## src/rtl/mem_arb_pkg.sv

```systemverilog
// Shared definitions for the memory port arbiter: FSM state encoding and requester indices.
// Pure declarations, no logic.
package mem_arb_pkg;

  typedef enum logic {
    IDLE  = 1'b0,
    GRANT = 1'b1
  } state_t;

  localparam logic [1:0] REQ_IFETCH = 2'd0;
  localparam logic [1:0] REQ_LSU    = 2'd1;
  localparam logic [1:0] REQ_DBG    = 2'd2;
  localparam logic [1:0] REQ_DMA    = 2'd3;

endpackage

```

## src/rtl/rr_pick4.sv

```systemverilog
// Round-robin pick of one of four requesters, starting the search at ptr.
// Purely combinational; no backpressure.
module rr_pick4 (
  input  logic [3:0] req,
  input  logic [1:0] ptr,
  output logic [1:0] idx,
  output logic       any
);

  logic [7:0] dbl;
  logic [3:0] rot;
  logic [1:0] off;

  // rot[k] is requester (ptr + k) mod 4, so the lowest set bit is the winner
  assign dbl = {req, req};
  assign rot = dbl[ptr +: 4];

  always_comb begin
    off = 2'd0;
    if (rot[0])      off = 2'd0;
    else if (rot[1]) off = 2'd1;
    else if (rot[2]) off = 2'd2;
    else if (rot[3]) off = 2'd3;
  end

  assign idx = ptr + off;
  assign any = |req;

endmodule

```

## src/rtl/mem_port_arbiter.sv

```systemverilog
// Round-robin arbiter for the shared memory port; grant held until mem_ready or timeout.
// Grant 1 cycle after request, release 1 cycle after mem_ready; one idle cycle between grants.
module mem_port_arbiter
  import mem_arb_pkg::*;
#(
  parameter int MAX_WAIT = 15,
  parameter int CNT_W    = 8
) (
  input  logic       clk,
  input  logic       rst_n,
  input  logic [3:0] req,
  input  logic       mem_ready,
  output logic [3:0] grant,
  output logic [1:0] sel,
  output logic       busy,
  output logic       done,
  output logic       timeout
);

  localparam logic [CNT_W-1:0] LAST_WAIT = CNT_W'(MAX_WAIT - 1);

  state_t           state;
  logic [1:0]       ptr;
  logic [CNT_W-1:0] wait_cnt;
  logic [1:0]       pick_idx;
  logic             pick_any;

  rr_pick4 u_pick (
    .req (req),
    .ptr (ptr),
    .idx (pick_idx),
    .any (pick_any)
  );

  always_ff @(posedge clk or negedge rst_n) begin
    if (!rst_n) begin
      state    <= IDLE;
      ptr      <= 2'd0;
      grant    <= 4'd0;
      sel      <= 2'd0;
      done     <= 1'b0;
      timeout  <= 1'b0;
      wait_cnt <= '0;
    end else begin
      done    <= 1'b0;
      timeout <= 1'b0;
      case (state)
        IDLE: begin
          if (pick_any) begin
            grant    <= 4'b0001 << pick_idx;
            sel      <= pick_idx;
            wait_cnt <= '0;
            state    <= GRANT;
          end
        end
        GRANT: begin
          // completion wins over a timeout landing on the same cycle
          if (mem_ready) begin
            done  <= 1'b1;
            ptr   <= sel + 2'd1;
            grant <= 4'd0;
            state <= IDLE;
          end else if (wait_cnt == LAST_WAIT) begin
            timeout <= 1'b1;
            ptr     <= sel + 2'd1;
            grant   <= 4'd0;
            state   <= IDLE;
          end else begin
            wait_cnt <= wait_cnt + 1'b1;
          end
        end
        default: state <= IDLE;
      endcase
    end
  end

  assign busy = (state == GRANT);

endmodule

```

## config.mk

```make
export PLATFORM = sky130hd
export DESIGN_NAME = mem_port_arbiter
export DESIGN_NICKNAME = d
export VERILOG_FILES = /design/src/rtl/mem_arb_pkg.sv /design/src/rtl/rr_pick4.sv /design/src/rtl/mem_port_arbiter.sv
export SDC_FILE = /design/constraint.sdc
export NUM_CORES = 1
export LEC_CHECK = 0
export ABC_CLOCK_PERIOD_IN_PS = 3600
export CORE_UTILIZATION = 38
export DETAILED_ROUTE_END_ITERATION = 10
export SYNTH_ARGS = -nofsm -noshare
export SYNTH_HDL_FRONTEND = slang
export SYNTH_HIERARCHICAL = 1
export SYNTH_SLANG_ARGS = --single-unit
export TNS_END_PERCENT = 20
```

## constraint.sdc

```tcl
create_clock -name clk -period 3.6 [get_ports clk]
set_input_delay 0.54 -clock clk [delete_from_list [all_inputs] [get_ports clk]]
set_output_delay 0.54 -clock clk [all_outputs]
set_load 0.02 [all_outputs]
```

# Word level (Yosys, flattened, before mapping)
# Index checks and enable logic that the tools add are counted.
[word_totals] ff_bits=19 latch_bits=0 ramBits=0 mem_bits_ro=0 input_bits=7 out_inout_bits=9 wordCells=47 mem_count=0
[op_classes] n_addsub=3 n_mul=0 div_mod_pow=0 order_cmp=0 n_eq_ne=5 n_shift=2 n_mux=23 bitwise=1 n_reduce_logical=6
[op_table] op="$mux W8" n=3
[op_table] op="$pmux W8 S2" n=1
[op_table] op="$mux W2" n=6
[op_table] op="$mux W4" n=3
[op_table] op="$add A8 B1 Y8 const B" n=1
[op_table] op="$eq A8 B4 Y1 const B" n=1
[op_table] op="$mux W1" n=8
[op_table] op="$pmux W4 S2" n=1
[op_table] op="$shiftx A8 B3 Y4" n=1
[op_table] op="$ne A2 B2 Y1 const B" n=3
[op_table] op="$reduce_and A2 Y1" n=3
[op_table] op="$reduce_or A4 Y1" n=1
[op_table] op="$shl A1 B2 Y4 const A" n=1
[op_table] op="$ne A3 B2 Y1 const B" n=1
[op_table] op="$reduce_and A3 Y1" n=1
[op_table] op="$add A2 B1 Y2 const B" n=1
[op_table] op="$add A2 B2 Y2" n=1
[op_table] op="$pmux W1 S2" n=1
[op_table] op="$reduce_bool A2 Y1" n=1
[op_table] op="$not A1 Y1" n=1

# Longest topological paths before layout
# Gate-level depths: netlist of run 1.
[depth] depth_word=9 mapped_depth=10 mapped_depth_nobuf=10

# Hierarchy
# The synthesis of run 1 kept the hierarchy.
[modules_own_cells] module="mem_port_arbiter" n_inst=1 cells_per_inst=95 area_each_um2=975.9 seq_area_each_um2=475.5
[modules_own_cells] module="rr_pick4" n_inst=1 cells_per_inst=22 area_each_um2=161.4 seq_area_each_um2=0.0

# Least setup slack after synthesis of run 1
# OpenSTA, ideal clock, no wires.
[synth_timing] path_kind="input port to flip-flop" from="input port req[3]" to="register grant[2]" setup_time_ns=0.082 arrival_time_ns=1.935 required_time_ns=3.518 path_slack_ns=1.583 stages=10 n_path_buf=0 cell_sequence="nor2b_1 a21oi_1 o22ai_1 o21a_1 ha_1 xnor2_1 xnor2_1 nor2b_1 mux2i_1 o22ai_1"
[synth_between] elab_chain_len=9 word_cells_on_any_way=12 classes_between="add/sub (1); eq/ne (1); shift (2); mux (6); reduce/logical (2)"
[synth_lines] item="start: declaration" line_no="mem_port_arbiter.sv:11" rtl="input logic [3:0] req,"
[synth_lines] item="$shiftx A8 B3 Y4 *" line_no="rr_pick4.sv:16" rtl="assign rot = dbl[ptr +: 4];"
[synth_lines] item="$mux W2" line_no="rr_pick4.sv:23" rtl="else if (rot[3]) off = 2'd3;"
[synth_lines] item="$mux W2" line_no="rr_pick4.sv:22" rtl="else if (rot[2]) off = 2'd2;"
[synth_lines] item="$mux W2" line_no="rr_pick4.sv:21" rtl="else if (rot[1]) off = 2'd1;"
[synth_lines] item="$mux W2 *" line_no="rr_pick4.sv:20" rtl="if (rot[0]) off = 2'd0;"
[synth_lines] item="$add A2 B2 Y2 *" line_no="rr_pick4.sv:26" rtl="assign idx = ptr + off;"
[synth_lines] item="via pick_idx[1]" line_no="mem_port_arbiter.sv:25" rtl="logic [1:0] pick_idx;"
[synth_lines] item="$shl A1 B2 Y4 *" line_no="mem_port_arbiter.sv:50" rtl="grant <= 4'b0001 << pick_idx;"
[synth_lines] item="$mux W4 *" line_no="mem_port_arbiter.sv:49" rtl="if (pick_any) begin"
[synth_lines] item="$pmux W4 S2 *" line_no="mem_port_arbiter.sv:47" rtl="case (state)"
[synth_lines] item="end signal: assignment" line_no="mem_port_arbiter.sv:50"
[synth_lines] item="end: declaration" line_no="mem_port_arbiter.sv:13" rtl="output logic [3:0] grant,"
# Mark *: on every way through the listed nets, which the timed path passes. The rest lies on a longest branch. The select of a mux whose other input is x is not followed.
# A chain may end at the register's enable or synchronous reset.

# Worst setup path in the final report of run 1
[layout_timing] from="input port req[2]" to="register grant[2]"
# The elaborated chain is that of the path after synthesis.

==> results.toml, run 1 <==
[min_path]
holdPathStages = 1
min_from = "sel[0]"
hp-class = "reg2reg"
holdPathEnd = "ptr[0]"

[routing]
vias_per_cell = 5.40
routed_wl_mm = 2.28
drtAntennaViolNets = 0
drt_iter0_markers = 38
first_pass_iters = 7
avgRoutedWirePerCell_microns = 14.0
vias = 881
drc = 4

[finish]
diodes = 0
final_common_cell = "dfrtp_1"
fin_nets = 143
drive_gt1_share_pct = 12.1
syn_to_final_growth_pct = 17.5
final_util_pct = 47.6
nFillCells = 265
multi_input_area_sq_um = 633
seq_area_sq_um = 475
final_cell_mix = "dfrtp_1, clkdlybuf4s50_1, nand2_1"

[clock_network]
clk_path_buf_depth = 2
clock_latency_ns = 0.31
cts.sinks = 19
postCtsSetupRepairBufs = 0
path_clk_slew_ns = 0.13
cts_root_buffer = "clkbuf_4"
cts_tree = "yes"
cts_resized = 0
ctsHoldBuffers = 0
cts.htree.levels = 1
cts_buffers = 3

[synthesis]
async_flop_share_pct = 100
synth_fp_nets = 127
yosys-top-cells-area = "dfrtp_1, mux2i_1, nand2_1"
yosys.cell_types.count = 38
synth.cell_area_sq_um = 1140
yosysWarnings = 6
synth_top_cell_area_share_pct = 41.8
synth-seq-cells = 19
synth_ff_type = "dfrtp_1"
netlist_instances = 117
syn_avg_cell_area_sq_um = 9.72
synth_edf_count = 0
yosys.area.top_type = "dfrtp_1"
ys_seq_area_share_pct = 41.8

[placed_design]
io_buffer_count = 15
hpwl_mm = 1.61
finalWeightedCongestion = 0.854

[run_status]
failed_checks = "design-rule violations"
status = "finished with violations"

[sta]
tns_ns = 0
worst_pin_slew_ns = 0.851
final_hold_viol_count = 0
rsz0062_at_grt = "false"
skew_ns = 0.0216
finalMaxSlewViolations = 0
setup_viol = 0
relSlewSlack_pct = 43.1
post-route-period-util_pct = 69.0
post-route-min-period_ns = 2.48
fmax_mhz = 403

[global_route]
grt.total_usage_pct = 15.8
antenna_found_initial = 0
grt_max_degree = 20
grt-ovfl-total = 0
grt_pass1_wl_mm = 3.88
first_global_vias = 883

[power_and_ir_drop]
p_switching_w = 0.000382
vdd_ir_drop_max_uv = 279
p_leak_nw = 0.581
swShare_pct = 41.3
power.density_nw_per_um2 = 692
power.internal_w = 0.000543
p_seq_share_pct = 38.6
comb_power_share_pct = 49.2
clockPowerShare_pct = 12.2

[setup_path]
worstPathCellList = "clkdlybuf4s50_1 -> nor2b_1 -> a21oi_1 -> o22ai_1 -> o21a_1 -> ha_1 -> xnor2_1 -> xnor2_1 -> nor2b_1 -> mux2i_1 -> o22ai_1"
start_kind = "input port"
regToRegEndpoint = "grant[2]"
reg2reg_from = "ptr[1]"
slowest_stage = "clkdlybuf4s50_1"
required_ns = 3.84
r2r_cells = 10
path_class = "in2reg"
cp_max_fo = 8
reg2reg_setup_slack_ns = 1.51
slowest_delay_ns = 0.62
cp.arrival_ns = 2.73
endpoint_kind = "register"

[floorplanning]
die-area_sq_um = 3220
fp.dieH_microns = 56.7
placementRows = 19
die_w_microns = 56.7
start_util_pct = 40.5
core-area_sq_um = 2810
ios = 16

[job]
max_cap_violations = 0
kinds of logic (layout without fill, tap and decap cells):
| kind of cell | after synthesis | in the layout | synth area share (%) |
|---|---|---|---|
| buf+inv | 7 | 22 | 2.53 |
| mux | 10 | 10 | 9.24 |
| xor+xnor | 3 | 3 | 2.31 |
| simple gates | 49 | 49 | 24.4 |
| fa+ha+maj | 3 | 3 | 3.30 |
| flops | 19 | 19 | 41.8 |
| compound gates | 26 | 26 | 16.4 |
power groups by stage:
| stage | clock, W | combinational [W] | sequential [W] |
|---|---|---|---|
| floorplan | 0 | 0.000307 | 0.000371 |
| global placement | 0 | 0.000448 | 0.000360 |
| detailed placement | 0 | 0.000453 | 0.000362 |
| CTS | 0.000117 | 0.000460 | 0.000358 |
| global route | 0.000127 | 0.000502 | 0.000372 |
| finish | 0.000112 | 0.000455 | 0.000357 |
Yosys cell counts (all sizes together) (2+ instances only):
cell    number
dfrtp       19
nand2       14
nand3        9
mux2i        6
nor2         5
nor2b        5
o21ai        5
o22ai        5
a21oi        4
mux2         4
or3          4
ha           3
inv          3
o211ai       3
a21o         2
a31o         2
and2         2
buf          2
clkbuf       2
nand2b       2
nor3b        2
xnor2        2
metal layers:
| metal | GRT usage (%) | vias up | routed length, microns |
|---|---|---|---|
| met5 | 0 | - | 0 |
| met4 | 6.79 | 0 | 23 |
| met3 | 4.15 | 2 | 79 |
| met2 | 26.5 | 13 | 1120 |
| met1 | 18.9 | 412 | 1060 |
| li1 | - | 454 | - |
metrics by stage:
| step | power, W | setup slack, ns | area (sq um) | hold slack (ns) | std cells |
|---|---|---|---|---|---|
| finish | 0.000924 | 1.12 | 1340 | 0.542 | 163 |
| global route | 0.00100 | 0.916 | 1340 | 0.585 | 163 |
| CTS | 0.000935 | 1.10 | 1340 | 0.556 | 163 |
| detailed placement | 0.000814 | 0.770 | 1310 | 0.540 | 159 |
| global placement | 0.000808 | 0.795 | 1310 | 0.537 | 159 |
| floorplan | 0.000678 | 1.58 | 1140 | 0.244 | 117 |
area by class of cell:
class	instances	share of cell area, %
inverter	3	0.843
multi-input combinational	91	47.4
sequential	19	35.6
clock inverter	1	0.375
clock buffer	3	1.69
tap	31	2.90
timing repair buffer	15	11.2
worst max-delay path by stage:
stage | startpoint | end | slack, ns
6_report | req[2] | grant[2] | 1.12
3_5_place_dp | req[2] | grant[2] | 0.77
4_1_cts | req[2] | grant[2] | 1.10
5_1_grt | req[2] | grant[2] | 0.92
2_1_floorplan | req[3] | grant[2] | 1.58
3_3_place_gp | req[2] | grant[2] | 0.80
critical path, delay by kind of cell:
family | cells | cell delay (ns)
mux | 1 | 0.07
xor+xnor | 2 | 0.46
compound gates | 4 | 0.55
buf+inv | 1 | 0.62
fa+ha+maj | 1 | 0.19
simple gates | 2 | 0.30
sequential cells by signal (all words and copies together) (netlist names):
signal	flops
sel	2
ptr	2
done	1
grant	4
busy	1
timeout	1
wait_cnt	8
Note: power is estimated with default switching activity, not from simulation.
==> inputs of run 2 (changes only) <==
--- a/config.mk
+++ b/config.mk
@@ -5,7 +5,7 @@
 export SDC_FILE = /design/constraint.sdc
 export NUM_CORES = 1
 export LEC_CHECK = 0
-export ABC_CLOCK_PERIOD_IN_PS = 3600
+export ABC_CLOCK_PERIOD_IN_PS = 2200
 export CORE_UTILIZATION = 38
 export DETAILED_ROUTE_END_ITERATION = 10
 export SYNTH_ARGS = -nofsm -noshare
==> constraint.sdc (replaced) <==
create_clock -name clk -period 2.2 [get_ports clk]
set_input_delay 0.33 -clock clk [delete_from_list [all_inputs] [get_ports clk]]
set_output_delay 0.33 -clock clk [all_outputs]
set_load 0.02 [all_outputs]
==> run 2 against run 1 <==
Against the previous run: the run still ends with design-rule violations left; clock power rose by 59%; setup slack got worse by 0.96 ns; cell count rose by 7.4%; wire length rose by 8.4%; final area rose by 9.1%; critical path depth fell by 1; sequential cell count did not move; sequential power rose by 62%; critical endpoint unchanged.
==> results.toml, run 2 (same netlist as run 1, synthesis figures left out) <==
[run_status]
status = "finished with violations"
failed_checks = "design-rule violations"

[sta]
holdWs_ns = 0.349
skew_ns = 0.00694
worst_pin_slew_ns = 0.326
rsz0062_at_grt = "false"
final_hold_viol_count = 0
finalMaxSlewViolations = 0
relSlewSlack_pct = 78.3
setup_viol = 0
post-route-min-period_ns = 2.05
fmax_mhz = 488
post-route-period-util_pct = 93.1
fin_ws_ns = 0.152

[floorplanning]
die-area_sq_um = 3220
start_util_pct = 40.5
fp.dieH_microns = 56.7
core-area_sq_um = 2810
ios = 16
placementRows = 19
die_w_microns = 56.7

[power_and_ir_drop]
p_leak_nw = 0.671
p_seq_share_pct = 35.5
vdd_ir_drop_max_uv = 550
power.internal_w = 0.000978
power.density_nw_per_um2 = 1120
p_switching_w = 0.000651
clockPowerShare_pct = 10.9
comb_power_share_pct = 53.6
swShare_pct = 39.9

[finish]
reg_top3 = "wait_cnt (8), grant (4)"
diodes = 0
fin_nets = 155
nFillCells = 274
drive_gt1_share_pct = 22.2
final_cell_mix = "dfrtp_1, nand2_1, clkdlybuf4s50_1, buf_4, nand3_1"
seq_area_sq_um = 477
final_common_cell = "dfrtp_1"
largest-register = "wait_cnt"
multi_input_area_sq_um = 657
syn_to_final_growth_pct = 28.2
largest_reg_flops = 8

[global_route]
grt_pass1_wl_mm = 4.20
first_global_vias = 925
grt_max_degree = 20
grt-ovfl-total = 0
antenna_found_initial = 0
grt.total_usage_pct = 17.2

[clock_network]
clk_path_buf_depth = 2
cts.sinks = 19
path_clk_slew_ns = 0.11
cts_buffers = 3
postCtsSetupRepairBufs = 0
cts_tree = "yes"
clock_latency_ns = 0.29
cts.htree.levels = 1
cts_root_buffer = "clkbuf_4"

[setup_path]
reg2reg_from = "ptr[1]"
startpoint = "ptr[1]"
cp.arrival_ns = 2.26
path_class = "reg2reg"
start_kind = "register"
required_ns = 2.41
reg2reg_setup_slack_ns = 0.15
cp_max_fo = 6
endpoint_kind = "register"
r2r_cells = 10
regToRegEndpoint = "grant[2]"

[placed_design]
hpwl_mm = 1.85
io_buffer_count = 15
post-place-ws_ns = -0.336
finalWeightedCongestion = 0.844

[routing]
routed_wl_mm = 2.47
avgRoutedWirePerCell_microns = 14.1
first_pass_iters = 7
vias = 961
drc = 4
drt_iter0_markers = 65
vias_per_cell = 5.49
drtAntennaViolNets = 0

[min_path]
hp-class = "in2async"

[job]
max_cap_violations = 0
-- run 2: through the flow --
step | std cells | utilization (%) | total power, W | setup TNS, ns | area [sq um]
final | 175 | 52.0 | 0.00163 | 0 | 1460
after global routing | 175 | 52.0 | 0.00176 | 0 | 1460
after CTS | 175 | 51.1 | 0.00162 | 0 | 1430
after detailed placement | 171 | 49.9 | 0.00141 | -1.15 | 1400
after global placement | 171 | 49.9 | 0.00139 | -0.747 | 1400
after floorplan | 117 | - | 0.00111 | 0 | 1140
-- run 2: worst max path at each step --
stage / to / slack (ns)
2_1_floorplan: grant[2] / 0.35
6_report: grant[2] / 0.15
3_3_place_gp: grant[2] / -0.23
3_5_place_dp: grant[2] / -0.34
4_1_cts: grant[2] / 0.03
5_1_grt: grant[2] / 0.05
-- run 2: power groups by stage --
stage / registers [W] / clock network, W / logic, W
after floorplan: 0.000607 / 0 / 0.000502
final: 0.000578 / 0.000178 / 0.000874
after detailed placement: 0.000583 / 0 / 0.000826
after CTS: 0.000575 / 0.000187 / 0.000854
after global routing: 0.000599 / 0.000199 / 0.000961
after global placement: 0.000578 / 0 / 0.000808
-- run 2: final cells by class --
cell class / count / area share [%]
clock buffer: 4 / 1.80
inverter: 3 / 0.773
sequential: 19 / 32.7
tap: 31 / 2.66
multi-input combinational: 91 / 45.1
timing repair buffer: 27 / 17.0
-- run 2: critical path, cell delays in order (launching register included) --
cell	delay (ns)
dfrtp_2	0.47
nand2_1	0.14
buf_4	0.13
o22ai_1	0.07
o21a_1	0.18
ha_2	0.18
xnor2_2	0.14
xnor2_2	0.25
nor2b_1	0.16
mux2i_1	0.07
o22ai_1	0.17
-- run 2: metal layers --
metal  vias up  GRT usage (%)  part of all wire, %
met5         -              0                    0
met4         0           9.29                  2.7
li1        483              -                    -
met2        16           29.6                   52
met3         6           2.76                  3.0
met1       456           20.3                   42
-- run 2: repair_timing --
action,4_1_cts,5_1_grt
cloned,0,0
gates resized for setup,1,7
setup endpoints to repair,1,4
pin swaps,0,1
hold buffers,0,0
